==> src/rtl/mdu_pkg.sv <==
// Shared definitions for the iterative MIPS multiply/divide unit.
// Holds op encodings, FSM states and the default datapath width.
package mdu_pkg;

    localparam int WIDTH = 32;

    typedef enum logic [1:0] {
        OP_MULT  = 2'b00,
        OP_MULTU = 2'b01,
        OP_DIV   = 2'b10,
        OP_DIVU  = 2'b11
    } op_e;

    typedef enum logic [1:0] {
        IDLE = 2'b00,
        CALC = 2'b01,
        FIX  = 2'b10
    } state_e;

endpackage

==> src/rtl/mdu_if.sv <==
// Request/result bundle between the register-file stage and the MDU.
// master drives operands and MTHI/MTLO writes; slave returns status and HI/LO.
interface mdu_if #(
    parameter int WIDTH = mdu_pkg::WIDTH
) ();

    logic             start;
    logic [1:0]       op;
    logic [WIDTH-1:0] data_s;
    logic [WIDTH-1:0] data_t;
    logic             hi_we;
    logic             lo_we;
    logic [WIDTH-1:0] wdata;
    logic             busy;
    logic             done;
    logic [WIDTH-1:0] hi;
    logic [WIDTH-1:0] lo;

    modport master (
        output start, op, data_s, data_t, hi_we, lo_we, wdata,
        input  busy, done, hi, lo
    );

    modport slave (
        input  start, op, data_s, data_t, hi_we, lo_we, wdata,
        output busy, done, hi, lo
    );

endinterface

==> src/rtl/mdu_div_step.sv <==
// One radix-2 restoring-division step: shift in a dividend bit,
// subtract the divisor if it fits, and report the quotient bit.
module mdu_div_step #(
    parameter int WIDTH = 32
) (
    input  logic [WIDTH-1:0] rem_i,
    input  logic             bit_i,
    input  logic [WIDTH-1:0] div_i,
    output logic [WIDTH-1:0] rem_o,
    output logic             q_o
);

    logic [WIDTH:0] trial;

    // rem_i < div_i holds, so the shifted value fits after a failed trial
    assign trial = {rem_i, bit_i} - {1'b0, div_i};
    assign q_o   = ~trial[WIDTH];
    assign rem_o = q_o ? trial[WIDTH-1:0] : {rem_i[WIDTH-2:0], bit_i};

endmodule

==> src/rtl/mult_div_unit.sv <==
// Iterative MIPS MULT/MULTU/DIV/DIVU unit owning the HI/LO registers.
// Define MDU_FAST_MUL_EN for a single-multiply path (IDLE -> FIX).
module mult_div_unit
    import mdu_pkg::*;
#(
    parameter int WIDTH = mdu_pkg::WIDTH,
    parameter int CNT_W = 5
) (
    input logic   clk,
    input logic   rst_n,
    mdu_if.slave  bus
);

`ifdef MDU_FAST_MUL_EN
    localparam bit FAST = 1'b1;
`else
    localparam bit FAST = 1'b0;
`endif

    state_e             state_q, state_d;
    logic [CNT_W-1:0]   cnt_q;
    logic [WIDTH-1:0]   a_q, s_raw_q, hi_q, lo_q;
    logic [2*WIDTH-1:0] acc_q;
    logic               mul_q, neg_lo_q, neg_hi_q, dz_q, done_q;

    logic               mul_in, sgn_in, s_neg, t_neg;
    logic [WIDTH-1:0]   abs_s, abs_t;
    logic               last, fix_hold;

    assign mul_in = (bus.op == OP_MULT) || (bus.op == OP_MULTU);
    assign sgn_in = (bus.op == OP_MULT) || (bus.op == OP_DIV);
    assign s_neg  = sgn_in & bus.data_s[WIDTH-1];
    assign t_neg  = sgn_in & bus.data_t[WIDTH-1];
    assign abs_s  = s_neg ? -bus.data_s : bus.data_s;
    assign abs_t  = t_neg ? -bus.data_t : bus.data_t;

    assign last     = cnt_q == CNT_W'(WIDTH - 1);
    // fast multiply spends one FIX cycle registering the product
    assign fix_hold = FAST && mul_q && (cnt_q == '0);

    logic [WIDTH-1:0]   rem_nx;
    logic               q_nx;
    logic [WIDTH:0]     msum;
    logic [2*WIDTH-1:0] step_nx, prod;
    logic [WIDTH-1:0]   quo, rem, res_hi, res_lo;

    mdu_div_step #(.WIDTH(WIDTH)) u_step (
        .rem_i (acc_q[2*WIDTH-1:WIDTH]),
        .bit_i (acc_q[WIDTH-1]),
        .div_i (a_q),
        .rem_o (rem_nx),
        .q_o   (q_nx)
    );

    assign msum = {1'b0, acc_q[2*WIDTH-1:WIDTH]}
                + (acc_q[0] ? {1'b0, a_q} : '0);

    assign step_nx = mul_q ? {msum, acc_q[WIDTH-1:1]}
                           : {rem_nx, acc_q[WIDTH-2:0], q_nx};

    assign prod = neg_lo_q ? -acc_q : acc_q;
    assign quo  = acc_q[WIDTH-1:0];
    assign rem  = acc_q[2*WIDTH-1:WIDTH];

    always_comb begin
        res_hi = prod[2*WIDTH-1:WIDTH];
        res_lo = prod[WIDTH-1:0];
        if (!mul_q) begin
            if (dz_q) begin
                res_hi = s_raw_q;
                res_lo = '1;
            end else begin
                res_hi = neg_hi_q ? -rem : rem;
                res_lo = neg_lo_q ? -quo : quo;
            end
        end
    end

    always_ff @(posedge clk or negedge rst_n) begin
        if (!rst_n) state_q <= IDLE;
        else        state_q <= state_d;
    end

    always_comb begin
        state_d = state_q;
        unique case (state_q)
            IDLE: if (bus.start) state_d = (FAST && mul_in) ? FIX : CALC;
            CALC: if (last)      state_d = FIX;
            FIX:  state_d = fix_hold ? FIX : IDLE;
            default: state_d = IDLE;
        endcase
    end

    always_ff @(posedge clk or negedge rst_n) begin
        if (!rst_n) begin
            cnt_q    <= '0;
            a_q      <= '0;
            s_raw_q  <= '0;
            acc_q    <= '0;
            hi_q     <= '0;
            lo_q     <= '0;
            mul_q    <= 1'b0;
            neg_lo_q <= 1'b0;
            neg_hi_q <= 1'b0;
            dz_q     <= 1'b0;
            done_q   <= 1'b0;
        end else begin
            done_q <= 1'b0;
            unique case (state_q)
                IDLE: begin
                    if (bus.hi_we) hi_q <= bus.wdata;
                    if (bus.lo_we) lo_q <= bus.wdata;
                    if (bus.start) begin
                        cnt_q    <= '0;
                        a_q      <= abs_t;
                        s_raw_q  <= bus.data_s;
                        acc_q    <= {{WIDTH{1'b0}}, abs_s};
                        mul_q    <= mul_in;
                        neg_lo_q <= s_neg ^ t_neg;
                        neg_hi_q <= s_neg;
                        dz_q     <= bus.data_t == '0;
                    end
                end
                CALC: begin
                    acc_q <= step_nx;
                    cnt_q <= cnt_q + CNT_W'(1);
                end
                FIX: begin
                    if (fix_hold) begin
                        acc_q <= {{WIDTH{1'b0}}, a_q}
                               * {{WIDTH{1'b0}}, acc_q[WIDTH-1:0]};
                        cnt_q <= CNT_W'(1);
                    end else begin
                        hi_q   <= res_hi;
                        lo_q   <= res_lo;
                        done_q <= 1'b1;
                        cnt_q  <= '0;
                    end
                end
                default: ;
            endcase
        end
    end

    assign bus.busy = state_q != IDLE;
    assign bus.done = done_q;
    assign bus.hi   = hi_q;
    assign bus.lo   = lo_q;

endmodule
==> src/flat_wrapper.sv <==
// flat-port wrapper written by rule: the top's interface ports become plain ports
module mult_div_unit_flat import mdu_pkg::*;
#(
    parameter int WIDTH = mdu_pkg::WIDTH,
    parameter int CNT_W = 5
)
  (clk, rst_n, bus_start, bus_op, bus_data_s, bus_data_t, bus_hi_we, bus_lo_we, bus_wdata, bus_busy, bus_done, bus_hi, bus_lo);
  mdu_if #(.WIDTH(WIDTH)) bus_i ();
  input logic clk;
  input logic rst_n;
  input wire logic [$bits(bus_i.start)-1:0] bus_start;
  input wire logic [$bits(bus_i.op)-1:0] bus_op;
  input wire logic [$bits(bus_i.data_s)-1:0] bus_data_s;
  input wire logic [$bits(bus_i.data_t)-1:0] bus_data_t;
  input wire logic [$bits(bus_i.hi_we)-1:0] bus_hi_we;
  input wire logic [$bits(bus_i.lo_we)-1:0] bus_lo_we;
  input wire logic [$bits(bus_i.wdata)-1:0] bus_wdata;
  output wire logic [$bits(bus_i.busy)-1:0] bus_busy;
  output wire logic [$bits(bus_i.done)-1:0] bus_done;
  output wire logic [$bits(bus_i.hi)-1:0] bus_hi;
  output wire logic [$bits(bus_i.lo)-1:0] bus_lo;
  assign bus_i.start = bus_start;
  assign bus_i.op = bus_op;
  assign bus_i.data_s = bus_data_s;
  assign bus_i.data_t = bus_data_t;
  assign bus_i.hi_we = bus_hi_we;
  assign bus_i.lo_we = bus_lo_we;
  assign bus_i.wdata = bus_wdata;
  assign bus_busy = bus_i.busy;
  assign bus_done = bus_i.done;
  assign bus_hi = bus_i.hi;
  assign bus_lo = bus_i.lo;
  mult_div_unit #(.WIDTH(WIDTH), .CNT_W(CNT_W)) u_core (.clk(clk), .rst_n(rst_n), .bus(bus_i));
endmodule
==> config.mk <==
export PLATFORM = sky130hd
export DESIGN_NAME = mult_div_unit_flat
export DESIGN_NICKNAME = d
export VERILOG_FILES = /design/src/rtl/mdu_pkg.sv /design/src/rtl/mdu_if.sv /design/src/rtl/mdu_div_step.sv /design/src/rtl/mult_div_unit.sv /design/src/flat_wrapper.sv
export SDC_FILE = /design/constraint.sdc
export NUM_CORES = 1
export LEC_CHECK = 0
export ABC_AREA = 1
export CORE_MARGIN = 2
export CORE_UTILIZATION = 40
export DETAILED_ROUTE_END_ITERATION = 12
export SLEW_MARGIN = 20
export SYNTH_ARGS = -nofsm -noshare
export SYNTH_HDL_FRONTEND = slang
export SYNTH_HIERARCHICAL = 1
export SYNTH_SLANG_ARGS = --single-unit
export TNS_END_PERCENT = 5
==> constraint.sdc <==
create_clock -name clk -period 3 [get_ports clk]
set_input_delay 0.6 -clock clk [delete_from_list [all_inputs] [get_ports clk]]
set_output_delay 0.6 -clock clk [all_outputs]
set_load 0.02 [all_outputs]
==> metrics, run 1 <==
status completed; net load switching power 0.0189 W; number of port buffers 168; number of flip-flops and latches in the synthesized netlist 204; Static Leak 11.7 nW; post-synth cell types 53; number of maximum-capacitance constraint violations 0; Primary FF master, synth sky130_fd_sc_hd__dfrtp_1; total global routing overflow 0; top-count cell post-synth sky130_fd_sc_hd__nand2_1; vias post-DR 22,874; total length of routed wires 89.7 mm; critical path endpoint u_core/acc_q[59]; Worst-Margin Slew 0.893 ns; library cell with the largest summed area after synthesis sky130_fd_sc_hd__dfrtp_1; all-layer global routing usage 0.348; worst setup path class reg -> reg; largest driver fanout on the critical path 14; Avg Cell Area, Syn 5.94 sq um; area delta synth->final 18.7%; clock buffer count from CTS 26; floorplan row count 80; worst skew pair latency 0.58 ns; Clock Tree Root sky130_fd_sc_hd__clkbuf_16; remaining design rule violation count 0; number of instances in the synthesized netlist 3,282; clock tree from TritonCTS yes; final standard cell count with taps included and fillers excluded 4,104; CTS Buffer Depth 3; Placed Cells incl. Taps 4,058; worst setup path start u_core/acc_q[0]; share of power burned in combinational logic 0.726; final hold violations 0; internal cell power 0.0136 W; number of enable-type register cells in the synthesized netlist 0; effective utilization at floorplan 0.407; buffer count from post-CTS setup fixing 0; fraction of the cycle the final worst path needs 0.928; Die Width 225 um; count of final setup violators 0; Final Slew Violations 0; Critical Path End Type register; count of TritonRoute iterations in the first routing pass 8; diodes inserted 0; IR Drop Worst-Case VDD 0.553 mV; Synth area leaders sky130_fd_sc_hd__dfrtp_1 26%, sky130_fd_sc_hd__nand2_1 19%, sky130_fd_sc_hd__nor2_1 9.3%, sky130_fd_sc_hd__inv_1 7.2%, sky130_fd_sc_hd__a21oi_1 6.5%; proportion of power drawn by the clock network 0.096; Die Ht 225 um; placement-stage worst setup slack -0.0855 ns; Data required, critical path 3.45 ns; kind of start point of the critical path register; Yosys warning total 6; power density cells 1400 nW/um^2; Worst Hold Margin 0.00733 ns; worst setup slack after layout 0.217 ns; Placer Congestion 1.01; Post-synth top cells 987 x sky130_fd_sc_hd__nand2_1, 485 x sky130_fd_sc_hd__nor2_1, 373 x sky130_fd_sc_hd__inv_1; Hold/Removal Path Class in -> async; number of sinks handled by clock tree synthesis 204; portion of the post-synthesis area used by sequential elements 0.262; Synthesized Nets 3,457; via density per instance 5.57; Pwr Total 0.0325 W; crit path time final 2.78 ns; DR WL/cell 21.9 um; critical register-to-register path endpoint u_core/acc_q[59]; DR WL met3 11.0 mm; async set-reset flop share out of synthesis 1.00; Setup TNS 0 ns; largest net degree at the start of global routing 89; wire length on met2 35.7 mm; CP Data Arrival Time 3.23 ns; maximum frequency from static timing analysis 359 MHz; antenna violations before repair 2; met1 wire length 40.5 mm; top layer in use met5; post-synthesis cell area 19,500 sq um; worst clock skew 0.0165 ns; CTS clock-pin slew for the worst setup and hold paths 0.06 ns; vias in the first global route 20,965; DIE AREA 50,600 sq um; worst-case headroom to the max-slew limit 0.399; # H-tree levels 1; worst flop-to-flop path startpoint u_core/acc_q[0]; HPWL Detailed 71.3 mm; setup repair after global routing missed its margin false; fraction of final layout cells with drive strength greater than 1 0.0748; fraction of post-synthesis cell area in the top cell type by area 0.262; global-route wire length before repair 132 mm; depth of the most critical reg-to-reg path 14; Core Region 47,900 sq um; number of nets with antenna violations after detailed routing 0; switching power as a share of total power 0.581; fraction of power consumed by sequential logic 0.177; drt first-iter violations 2,749; Top-Level Pins 169; Layout Nets 3,646; Worst R2R Setup Slack 0.22 ns
==> how the worst min path moves through the flow <==
stage	startpoint	endpoint	slack, ns	cells after the start
final	rst_n	u_core/acc_q[49]	0.007	1
after detailed placement	u_core/s_raw_q[24]	u_core/s_raw_q[24]	0.47	2
after CTS	rst_n	u_core/acc_q[49]	0.04	1
after global routing	rst_n	u_core/acc_q[49]	0.05	1
after global placement	u_core/s_raw_q[24]	u_core/s_raw_q[24]	0.46	2
after floorplan	rst_n	u_core/a_q[0]	0.30	0
==> registers in the layout, indices dropped and copies added (netlist names) <==
name,flops
u_core/bus.lo,32
u_core/neg_lo_q,1
u_core/a_q,32
u_core/dz_q,1
u_core/s_raw_q,32
u_core/state_q,2
u_core/bus.done,1
u_core/neg_hi_q,1
u_core/acc_q,64
u_core/mul_q,1
u_core/bus.hi,32
u_core/cnt_q,5
==> final cells by class <==
cell class / count / area [sq um]
inverters: 383 / 1440
flip-flops and latches: 204 / 5110
fillers: 5072 / 24800
clock buffers: 36 / 768
repair buffers: 274 / 2540
multi-input cells: 2582 / 12500
well taps: 615 / 769
clock inverters: 10 / 70.1
==> timing repair <==
action / 4_1_cts / 5_1_grt
resized for setup: 0 / 3
endpoints found under the setup margin: 0 / 20
hold buffers: 0 / 0
==> per-stage QoR <==
step | utilization | instance area, sq um
after global routing | 0.483 | 23200
after floorplan | - | 19500
after CTS | 0.483 | 23200
after detailed placement | 0.465 | 22300
after global placement | 0.465 | 22300
final | 0.483 | 23200
==> worst max-delay path: stages, from the launching register on <==
cell and delay, ns:
sky130_fd_sc_hd__dfrtp_1 0.46, sky130_fd_sc_hd__buf_4 0.29, sky130_fd_sc_hd__nand2_1 0.08, sky130_fd_sc_hd__inv_1 0.12, sky130_fd_sc_hd__ha_1 0.30, sky130_fd_sc_hd__a21oi_1 0.32
sky130_fd_sc_hd__nand3_1 0.26, sky130_fd_sc_hd__nand2_1 0.11, sky130_fd_sc_hd__nand2_1 0.12, sky130_fd_sc_hd__nand2_1 0.09, sky130_fd_sc_hd__nand2_1 0.13, sky130_fd_sc_hd__nand2_1 0.09
sky130_fd_sc_hd__nand2_1 0.06, sky130_fd_sc_hd__o21ai_0 0.17, sky130_fd_sc_hd__nand2_1 0.07
==> power by group through the flow <==
| stage | combinational, W | sequential [W] | clock, W |
|---|---|---|---|
| floorplan | 0.0138 | 0.00577 | 0 |
| global placement | 0.0226 | 0.00568 | 0 |
| detailed placement | 0.0227 | 0.00571 | 0 |
| CTS | 0.0228 | 0.00567 | 0.00318 |
| global route | 0.0255 | 0.00588 | 0.00327 |
| finish | 0.0236 | 0.00576 | 0.00313 |
==> kinds of logic (layout without fill, tap and decap cells) <==
| kind of cell | Yosys count | in the layout | synth area share |
|---|---|---|---|
| AND/OR/NAND/NOR | 1818 | 1818 | 0.386 |
| AO/OA/AOI/OAI | 629 | 629 | 0.176 |
| buffers and inverters | 496 | 703 | 0.101 |
| flip-flops | 204 | 204 | 0.262 |
| adder cells (fa/ha/maj) | 72 | 72 | 0.0469 |
| XOR/XNOR | 63 | 63 | 0.0283 |
==> layout by cell type (no fill, tap or decap), types with 5 or more instances in the layout <==
cell type,n
sky130_fd_sc_hd__a21o_1,8
sky130_fd_sc_hd__a21oi_1,255
sky130_fd_sc_hd__a21oi_2,8
sky130_fd_sc_hd__a22oi_1,6
sky130_fd_sc_hd__a31oi_1,20
sky130_fd_sc_hd__buf_12,5
sky130_fd_sc_hd__buf_4,101
sky130_fd_sc_hd__clkbuf_16,26
sky130_fd_sc_hd__clkbuf_8,9
sky130_fd_sc_hd__clkdlybuf4s50_1,167
sky130_fd_sc_hd__clkinv_2,7
sky130_fd_sc_hd__dfrtp_1,202
sky130_fd_sc_hd__ha_1,70
sky130_fd_sc_hd__inv_1,373
sky130_fd_sc_hd__inv_2,7
sky130_fd_sc_hd__nand2_1,987
sky130_fd_sc_hd__nand2_2,30
sky130_fd_sc_hd__nand2_4,6
sky130_fd_sc_hd__nand3_1,192
sky130_fd_sc_hd__nand3b_1,5
sky130_fd_sc_hd__nand4_1,31
sky130_fd_sc_hd__nor2_1,485
sky130_fd_sc_hd__nor2_2,20
sky130_fd_sc_hd__nor2_4,7
sky130_fd_sc_hd__nor3_1,25
sky130_fd_sc_hd__o211ai_1,9
sky130_fd_sc_hd__o21ai_0,246
sky130_fd_sc_hd__o21ai_1,21
sky130_fd_sc_hd__o21ai_2,6
sky130_fd_sc_hd__o21bai_1,10
sky130_fd_sc_hd__o221ai_1,7
sky130_fd_sc_hd__o22ai_1,14
sky130_fd_sc_hd__o31ai_1,8
sky130_fd_sc_hd__or2_2,8
sky130_fd_sc_hd__xor2_1,59
==> metal layers <==
layer	vias up	track usage
met3	146	0.0993
met2	1205	0.494
li1	10918	-
met4	2	0.0899
met1	10603	0.512
met5	-	0
No activity file was read; power rests on OpenSTA's default activity.
==> run 2, diff against run 1 <==
--- a/config.mk
+++ b/config.mk
@@ -7,7 +7,7 @@
 export LEC_CHECK = 0
 export ABC_AREA = 1
 export CORE_MARGIN = 2
-export CORE_UTILIZATION = 40
+export CORE_UTILIZATION = 33
 export DETAILED_ROUTE_END_ITERATION = 12
 export SLEW_MARGIN = 20
 export SYNTH_ARGS = -nofsm -noshare
==> run 2 against run 1 <==
The run now ends with negative hold slack left. Register-to-register slack gained 0.02 ns. First-iteration DRC count shrank 1.0%. Highest routed layer unchanged. Final cell count grew 4.0%. Core utilization shrank 8.4 points.
==> metrics, run 2 (same netlist as run 1, synthesis figures left out) <==
buffer count from post-CTS setup fixing 0; net load switching power 0.0179 W; count of TritonRoute iterations in the first routing pass 9; area delta synth->final 20.1%; largest driver fanout on the critical path 26; Worst Hold Margin -0.00822 ns; fraction of final layout cells with drive strength greater than 1 0.0755; failing checks negative hold slack; CTS Buffer Depth 3; power density cells 1350 nW/um^2; all-layer global routing usage 0.267; fin area 23,400 sq um; number of port buffers 168; largest net degree at the start of global routing 76; drt first-iter violations 2,721; DR WL met3 8.13 mm; vias in the first global route 19,908; top layer in use met5; register containing the most flip-flops in the final layout u_core/acc_q; max FFs per register 64; Final Slew Violations 0; CTS clock-pin slew for the worst setup and hold paths 0.07 ns; number of nets with antenna violations after detailed routing 0; total global routing overflow 0; proportion of power drawn by the clock network 0.099; DIE AREA 61,100 sq um; antenna violations before repair 1; cell occurring most often along the worst timing path sky130_fd_sc_hd__nand2_1; category of cells accounting for the largest share of critical-path delay compound AO/OA/AOI/OAI gates; Critical Path End Type register; fraction of the cycle the final worst path needs 0.922; Worst-Margin Slew 1.03 ns; Top-Level Pins 169; maximum frequency from static timing analysis 362 MHz; count of hold-fix buffers inserted at cts 0; # H-tree levels 1; via density per instance 5.25; Crit-path slowest cell sky130_fd_sc_hd__dfrtp_1; Setup TNS 0 ns; Die Width 247 um; Die Ht 247 um; worst setup path class reg -> reg; final hold violations 4; delay contributed by the slowest stage of the critical path 0.66 ns; Core Region 58,700 sq um; kind of start point of the critical path register; Hold/Removal Path Class in -> async; Placer Congestion 1.05; worst-case headroom to the max-slew limit 0.313; worst skew pair latency 0.58 ns; IR Drop Worst-Case VDD 0.613 mV; Data required, critical path 3.45 ns; total length of routed wires 83.8 mm; Critical Path, Cell by Cell buf_12 -> nand2_1 -> inv_1 -> ha_1 -> a21oi_1 -> o21ai_0 -> a21oi_1 -> nor2_1 -> nor2_1 -> nand2_1 -> nand2_1 -> nand2_1 -> o21ai_0 -> nand2_1; share of power burned in combinational logic 0.717; wire length on met2 34.8 mm; fraction of power consumed by sequential logic 0.183; effective utilization at floorplan 0.332; count of final setup violators 0; Static Leak 11.7 nW; clock buffer count from CTS 26; DR WL/cell 19.6 um; HPWL Detailed 67.4 mm; CP Data Arrival Time 3.22 ns; final standard cell count with taps included and fillers excluded 4,269; floorplan row count 89; Worst R2R Setup Slack 0.23 ns; internal cell power 0.0136 W; worst clock skew 0.0347 ns; status complete, but fails checks; switching power as a share of total power 0.568; critical path buffer and inverter count 2; number of sinks handled by clock tree synthesis 204; top library cells by usage in the layout, fill and taps aside 987 x sky130_fd_sc_hd__nand2_1, 485 x sky130_fd_sc_hd__nor2_1, 372 x sky130_fd_sc_hd__inv_1, 255 x sky130_fd_sc_hd__a21oi_1, 246 x sky130_fd_sc_hd__o21ai_0; placed cell areas 22,600 sq um; crit path time final 2.77 ns; clock tree from TritonCTS yes; most common cell after layout, fill and taps aside sky130_fd_sc_hd__nand2_1; Placed Cells incl. Taps 4,224; Clock Tree Root sky130_fd_sc_hd__clkbuf_16; Layout Nets 3,654; global-route wire length before repair 124 mm; diodes inserted 0; number of maximum-capacitance constraint violations 0; met1 wire length 38.1 mm; vias post-DR 22,404; remaining design rule violation count 0; setup repair after global routing missed its margin false
[run 2: cell count changes in the layout (fill, tap and decap cells not counted), sizes merged]
cell	change
buf	+9
clkbuf	-3
bufinv	+1
clkinv	+1
inv	-1
[run 2: path summary, 6_finish.rpt]
path	start	to	cells past startpoint
worst max-delay path	u_core/acc_q[0]	u_core/acc_q[57]	14
worst min-delay path	rst_n	u_core/bus.lo[18]	1
worst max register to register	u_core/acc_q[0]	u_core/acc_q[57]	14
worst min register to register	u_core/bus.lo[8]	u_core/bus.lo[8]	2
max in group asynchronous	rst_n	u_core/bus.hi[22]	2
min in group clk	u_core/bus.lo[8]	u_core/bus.lo[8]	2
[run 2: area by class of cell]
type / count / area, sq um
Clock buffer: 34 / 721
Clock inverter: 11 / 111
Fill cell: 6444 / 35300
Inverter: 383 / 1440
Multi-Input combinational cell: 2582 / 12500
Sequential cell: 204 / 5110
Tap cell: 773 / 967
Timing Repair Buffer: 282 / 2620
[run 2: timing repair]
item                                   in CTS  in global routing
endpoints found under the hold margin       0                  0
setup endpoints to repair                   0                  3
resized for setup                           0                  1
[run 2: worst register-to-register path, cell delays in order (launching register included)]
cell                      delay [ns]
sky130_fd_sc_hd__dfrtp_1        0.66
sky130_fd_sc_hd__buf_12         0.25
sky130_fd_sc_hd__nand2_1        0.09
sky130_fd_sc_hd__inv_1          0.09
sky130_fd_sc_hd__ha_1           0.28
sky130_fd_sc_hd__a21oi_1        0.21
sky130_fd_sc_hd__o21ai_0        0.16
sky130_fd_sc_hd__a21oi_1        0.27
sky130_fd_sc_hd__nor2_1         0.09
sky130_fd_sc_hd__nor2_1         0.10
sky130_fd_sc_hd__nand2_1        0.10
sky130_fd_sc_hd__nand2_1        0.07
sky130_fd_sc_hd__nand2_1        0.04
sky130_fd_sc_hd__o21ai_0        0.15
sky130_fd_sc_hd__nand2_1        0.07
[run 2: routing by layer]
| metal | global-route usage | vias to the layer above |
|---|---|---|
| met5 | 0 | - |
| met1 | 0.390 | 10316 |
| met4 | 0.0824 | 2 |
| li1 | - | 10944 |
| met2 | 0.392 | 1009 |
| met3 | 0.0530 | 133 |
[run 2: metrics by stage]
| step | util | total power (W) | worst slack [ns] |
|---|---|---|---|
| 4_1_cts | 0.399 | 0.0310 | 0.276 |
| 5_1_grt | 0.399 | 0.0339 | 0.0434 |
| 6_report | 0.399 | 0.0315 | 0.235 |
| 3_5_place_dp | 0.385 | 0.0277 | 0.252 |
| 3_3_place_gp | 0.385 | 0.0276 | 0.284 |
| 2_1_floorplan | - | 0.0196 | 0.531 |
[run 2: power by group through the flow]
stage	Clock, W	Sequential, W	Combinational [W]
after floorplan	0	0.00577	0.0138
after global placement	0	0.00575	0.0219
after detailed placement	0	0.00575	0.0220
after CTS	0.00319	0.00571	0.0221
after global routing	0.00328	0.00589	0.0248
final	0.00313	0.00578	0.0226
